[src/rtl/pc_adder.sv]
// -----------------------------------------------------------------------------
// pc_adder -- program-counter incrementer for the RV32 fetch stage.
//
// Produces pc_in + INC combinationally so the next-PC mux sees it in the same
// cycle. It also keeps a registered copy of the sum and the carry for the
// hazard/debug logic, and counts wrap events with a saturating counter.
//
// Parameters:
//   XLEN   datapath width in bits
//   INC    increment constant, unsigned, less than 2^XLEN
//   CNT_W  width of the wrap-event counter
//
// Ports:
//   clk         in   1      system clock, rising-edge active
//   rst_n       in   1      asynchronous, active-low reset
//   pc_in       in   XLEN   current program counter
//   en          in   1      advance enable for the registered outputs
//   pc_out      out  XLEN   pc_in + INC, modulo 2^XLEN (combinational)
//   carry_out   out  1      carry out of the pc_out addition (combinational)
//   misaligned  out  1      pc_in[1:0] != 0 (combinational, report only)
//   pc_out_q    out  XLEN   registered pc_out
//   wrap_q      out  1      registered carry_out
//   wrap_cnt    out  CNT_W  saturating count of wrap events
// -----------------------------------------------------------------------------
module pc_adder #(
  parameter int unsigned XLEN  = 32,
  parameter int unsigned INC   = 4,
  parameter int unsigned CNT_W = 16
) (
  input  logic             clk,
  input  logic             rst_n,
  input  logic [XLEN-1:0]  pc_in,
  input  logic             en,
  output logic [XLEN-1:0]  pc_out,
  output logic             carry_out,
  output logic             misaligned,
  output logic [XLEN-1:0]  pc_out_q,
  output logic             wrap_q,
  output logic [CNT_W-1:0] wrap_cnt
);

  // The addition is done one bit wider so the carry falls out as the MSB.
  localparam logic [XLEN:0] INC_EXT = (XLEN+1)'(INC);

  logic [XLEN:0]    sum;
  logic [XLEN-1:0]  pc_out_d;
  logic             wrap_d;
  logic [CNT_W-1:0] wrap_cnt_d;
  logic [XLEN-1:0]  pc_out_reg_q;
  logic             wrap_reg_q;
  logic [CNT_W-1:0] wrap_cnt_q;
  logic             cnt_full;

  // ---------------------------------------------------------------------------
  // Combinational sum path: independent of clk, en and reset.
  // ---------------------------------------------------------------------------
  assign sum        = {1'b0, pc_in} + INC_EXT;
  assign pc_out     = sum[XLEN-1:0];
  assign carry_out  = sum[XLEN];
  // Low bits are only reported; the adder sees pc_in unmasked.
  assign misaligned = |pc_in[1:0];

  // ---------------------------------------------------------------------------
  // Next-state logic for the status registers.
  // ---------------------------------------------------------------------------
  assign cnt_full = &wrap_cnt_q;

  always_comb begin
    // NOTE: every signal gets a hold value first so no path leaves it
    // unassigned; that is what keeps this block free of inferred latches.
    pc_out_d   = pc_out_reg_q;
    wrap_d     = wrap_reg_q;
    wrap_cnt_d = wrap_cnt_q;
    if (en) begin
      pc_out_d = pc_out;
      wrap_d   = carry_out;
      // Saturate instead of rolling over so a long run of wraps is never
      // mistaken for a small count.
      if (carry_out && !cnt_full) begin
        wrap_cnt_d = wrap_cnt_q + CNT_W'(1);
      end
    end
  end

  // ---------------------------------------------------------------------------
  // State registers.
  // ---------------------------------------------------------------------------
  // NOTE: the reset branch is asynchronous, so the registers clear the
  // moment rst_n falls and cannot capture an X pc_in while reset is held.
  always_ff @(posedge clk or negedge rst_n) begin
    if (!rst_n) begin
      pc_out_reg_q <= '0;
      wrap_reg_q   <= 1'b0;
      wrap_cnt_q   <= '0;
    end else begin
      // NOTE: non-blocking assignments so every register samples the
      // pre-edge values, independent of statement order.
      pc_out_reg_q <= pc_out_d;
      wrap_reg_q   <= wrap_d;
      wrap_cnt_q   <= wrap_cnt_d;
    end
  end

  assign pc_out_q = pc_out_reg_q;
  assign wrap_q   = wrap_reg_q;
  assign wrap_cnt = wrap_cnt_q;

endmodule

[config.mk]
export PLATFORM = sky130hd
export DESIGN_NAME = pc_adder
export DESIGN_NICKNAME = d
export VERILOG_FILES = /design/src/rtl/pc_adder.sv
export SDC_FILE = /design/constraint.sdc
export NUM_CORES = 1
export LEC_CHECK = 0
export ABC_CLOCK_PERIOD_IN_PS = 3700
export CAP_MARGIN = 25
export CORE_ASPECT_RATIO = 0.75
export CORE_MARGIN = 10
export CORE_UTILIZATION = 32
export CTS_CLUSTER_DIAMETER = 200
export DETAILED_ROUTE_END_ITERATION = 8
export GPL_TIMING_DRIVEN = 0
export MAX_ROUTING_LAYER = met4
export SYNTH_ARGS = -nofsm -noshare
export SYNTH_HDL_FRONTEND = slang
export SYNTH_SLANG_ARGS = --single-unit
[constraint.sdc]
create_clock -name clk -period 3.7 [get_ports clk]
set_clock_uncertainty 0.2 [all_clocks]
set_input_delay 0.925 -clock clk [delete_from_list [all_inputs] [get_ports clk]]
set_output_delay 0.925 -clock clk [all_outputs]
set_load 0.02 [all_outputs]
# Word level (Yosys, flattened, before mapping)
# Cells that the tools add are included.
word_totals:
  reg_bits: 49
  inputBits: 35
  output_inout_bits: 83
  elab_cells: 10
classes:
  n_addsub: 2
  n_reduce_logical: 5
op_table:
  columns: ["cell", "n"]
  rows:
  - ["adder 32 x 3 -> 33 bit (second input constant)", 1]
  - ["adder 16 x 1 -> 16 bit (second input constant)", 1]
  - ["AND reduction 16 bit", 1]
  - ["AND reduction 2 bit", 1]
  - ["OR reduction 2 bit", 1]
  - ["logical AND 1 bit", 1]
  - ["zero test 1 bit", 1]

# Longest topological paths before layout
depth:
  ltp_word: 4
  depth_mapped: 7
  ltp_nobuf: 6

# Worst setup path before layout
# Ideal clock, no wire load.
synth_timing:
  kind: "input port to output port"
  start: "input pc_in[2]"
  end: "output pc_out[20]"
  t_arrival_ns: 2.436
  required_time_ns: 2.575
  setup_slack_ns: 0.139
  path_stages: 6
  n_path_buf: 1
  path_cell_list: "ha_1 > nand3_1 > or4_4 > or2_1 > buf_6 > xnor2_1"
synth_between:
  elab_chain_len: 1
synth_rtl:
  columns: ["item", "line", "source"]
  rows:
  - ["start, declared", "32", "input logic [XLEN-1:0] pc_in,"]
  - ["adder 32 x 3 -> 33 bit", "57", "assign sum = {1'b0, pc_in} + INC_EXT;"]
  - ["end, declared", "34", "output logic [XLEN-1:0] pc_out,"]
# Every way passes these cells.

# Worst setup path after layout
layout_timing:
  start: "input pc_in[16]"
  end: "output pc_out[26]"
# The elaborated chain is that of the path after synthesis.

==> impl_metrics.tcl <==
set metrics [dict create \
    seqPwrFrac 0.437 \
    endpoint_kind "primary output" \
    grt_first_pass_wirelength_mm 13.4 \
    cts-root-buf "clkbuf_8" \
    arrival_ps 2610 \
    crit_slowest_cell "or4_4" \
    ir_drop_mv 0.199 \
    reg2reg_depth 7 \
    die_area_sq_um 12500 \
    final_common_cell "clkdlybuf4s50_1" \
    fill_cells 739 \
    crit_buf_inv 2 \
    placed_cells 465 \
    reg2reg_to "wrap_cnt[1]$_DFFE_PN0P_" \
    start_util 0.333 \
    synthDominantCellAreaShare 0.459 \
    power.density_nw_per_um2 312 \
    final-hold-violation-count 0 \
    dp_hpwl_mm 6.90 \
    yosysWarnings 0 \
    slew_violations 0 \
    area_growth_pct 61.7 \
    avgSynthCellArea_sq_um 11.0 \
    grtUsageMet2 0.194 \
    die_w_microns 126 \
    cts_tree "done" \
    grt_pass1_vias 2459 \
    seq_area_frac_synth 0.459 \
    grt.busiest_layer "met2" \
    antenna_found_initial 0 \
    core_area_sq_um 8020 \
    power.leakage_uw 0.00187 \
    ff2ff_setup_slack_ps 1270 \
    crit_path_max_fanout 6 \
    drt_drc_violations_left 0 \
    grt_use_met3 0.0653 \
    cts_buffers 5 \
    period_share 1.01 \
    vias 2354 \
    nets 417 \
    worstSetupStartpointType "primary input" \
    synth_top_area_cell "dfrtp_1" \
    instances_no_fill 486 \
    finalCriticalPeriod_ps 3730 \
    cp.depth 6 \
    via_per_inst 4.84 \
    cap_violations 0 \
    critPathKind "primary input to primary output" \
    p_sw_uw 387 \
    worst_pin_slew_ps 658 \
    combPwrFrac 0.261 \
    ios 118 \
    crit_family "simple AND/OR/NAND/NOR gates" \
    syn_nets 280 \
    drt_pass1_iterations 4 \
    startpoint "pc_in[16]" \
    finalSetupViolations 1 \
    violations "negative setup slack" \
    layout-drive-gt1-share 0.328 \
    io_buffers 116 \
    relSlewSlack 0.561 \
    ys_seq_elements 49 \
    clkSlewWorstSetupHoldPaths_ps 90 \
    use_met1 0.174 \
    outcome "complete, but fails checks" \
    final_cell_mix "71 x clkdlybuf4s50_1, 49 x dfrtp_1, 34 x mux2_2, 22 x nand2_1, 20 x buf_4" \
    crit_path_max_incr_delay_ps 590 \
    clockPowerShare 0.302 \
    wl_per_cell_microns 18.1 \
    diodes 0 \
    path_cells "clkdlybuf4s15_1 > nand3_2 > or4_4 > or3_4 > xnor2_2 > buf_6" \
    switching_share 0.286 \
    grt-ovfl-total 0 \
    fin_util 0.539 \
    required_ps 2570 \
    place.gp.congestion 0.820 \
    rsz0062_at_grt "true" \
    syn_inst 243 \
    ant_nets 0 \
    die_h_microns 99.2 \
    grt_max_degree 38 \
    endpoint "pc_out[26]" \
    cts.sink_count 49 \
    h-tree-depth 2 \
    cts_buffer_depth 2 \
    synth_cell_types 29 \
    drt-total-wl_mm 8.82 \
    fmax_mhz 268 \
    clock_latency_ps 300 \
    hold_class "primary input to asynchronous set/reset pin" \
    setup_ws_ps -31.9 \
    synth.cell_area_sq_um 2670 \
    rows 28 \
    internal_power_uw 964 \
    yosys-top-cells-area "dfrtp_1 46%, mux2_2 14%, xnor2_1 7.5%" \
    grt.total_usage 0.137 \
    timing.rr.start "wrap_cnt[0]$_DFFE_PN0P_" \
    first_iter_violations 71 \
]
[per-stage QoR]
step                      TNS [ps]  worst slack [ps]  hold WS [ps]  instance area, sq um  power, uW
after floorplan                  0               139           406                  2670        750
after global placement      -22730             -1080           289                  3970        949
after detailed placement    -20820             -1100           295                  3980        955
after CTS                   -0.513            -0.513           304                  4320       1380
after global routing          -218             -55.6           315                  4320       1410
final                        -31.9             -31.9           310                  4320       1350
[kinds of logic after synthesis]
family                     synth area share
muxes                                 0.147
DFF                                   0.459
buffers and inverters                0.0225
adders and majority gates           0.00936
and+or+nand+nor                       0.225
xor gates and xnor gates              0.138
[metal layers]
| layer | up-vias | share of wire |
|---|---|---|
| met3 | 5 | 0.099 |
| met5 | - | 0 |
| met2 | 88 | 0.42 |
| met1 | 1122 | 0.48 |
| li1 | 1139 | - |
| met4 | 0 | 0.0048 |
[repair_timing]
action / 4_1_cts / 5_1_grt
hold endpoints to repair: 0 / 0
buffers inserted: 12 / 2
resized for setup: 147 / 27
hold buffers: 0 / 0
pin swaps: 14 / 9
setup endpoints to repair: 29 / 21
[how the worst min path moves through the flow]
stage                             startpoint                  endpoint  slack [ps]  cells past startpoint
global placement    pc_out_q[10]$_DFFE_PN0P_  pc_out_q[10]$_DFFE_PN0P_         290                      1
detailed placement  pc_out_q[13]$_DFFE_PN0P_  pc_out_q[13]$_DFFE_PN0P_         300                      1
finish                                 rst_n   wrap_cnt[1]$_DFFE_PN0P_         310                      1
CTS                                    rst_n   wrap_cnt[1]$_DFFE_PN0P_         300                      1
global route                           rst_n   wrap_cnt[1]$_DFFE_PN0P_         320                      1
floorplan            wrap_cnt[8]$_DFFE_PN0P_   wrap_cnt[8]$_DFFE_PN0P_         410                      1
[synth_stat cells]
master    count
dfrtp_1      49
mux2_2       34
nand2_1      23
xnor2_1      23
xor2_1       19
nand3_1      15
nand4_1      13
and3_1       12
nor3_1        9
nor2_1        6
nor4_1        6
clkbuf_1      5
inv_1         4
and4_1        3
nand4b_1      3
nor4_2        3
buf_4         2
ha_1          2
or2_2         2
and2_1        1
buf_6         1
mux2_1        1
nand3_2       1
nor4_4        1
or2_0         1
or2_1         1
or3_1         1
or4_1         1
or4_4         1
[layout make-up]
class                      count  area, sq um  share of cell area
multi-input combinational    182         1600               0.369
inverter                       4         15.0             0.00347
tap                          105          131              0.0304
buffer                         7         33.8             0.00781
clock buffer                   6         82.6              0.0191
clock inverter                 2         37.5             0.00868
sequential                    49         1230               0.284
timing repair buffer         131         1200               0.278
[power by group through the flow]
| stage | clock [uW] | sequential (uW) | combinational, uW |
|---|---|---|---|
| floorplan | 0 | 648 | 103 |
| global placement | 0 | 599 | 349 |
| detailed placement | 0 | 601 | 354 |
| CTS | 431 | 590 | 356 |
| global route | 443 | 594 | 376 |
| finish | 408 | 590 | 353 |
[worst register-to-register path: stages (launching register included)]
cell and delay (ps):
dfrtp_1 420, ha_1 200, nand4_1 160, nor4_1 380
or2_2 180, clkbuf_1 350, nor2_1 140, mux2_2 290
[flip-flops by register name, indices dropped and copies added (netlist names)]
| signal | cells |
|---|---|
| wrap_cnt | 16 |
| pc_out_q | 32 |
| wrap_q | 1 |
No activity file was read; power rests on OpenSTA's default activity.
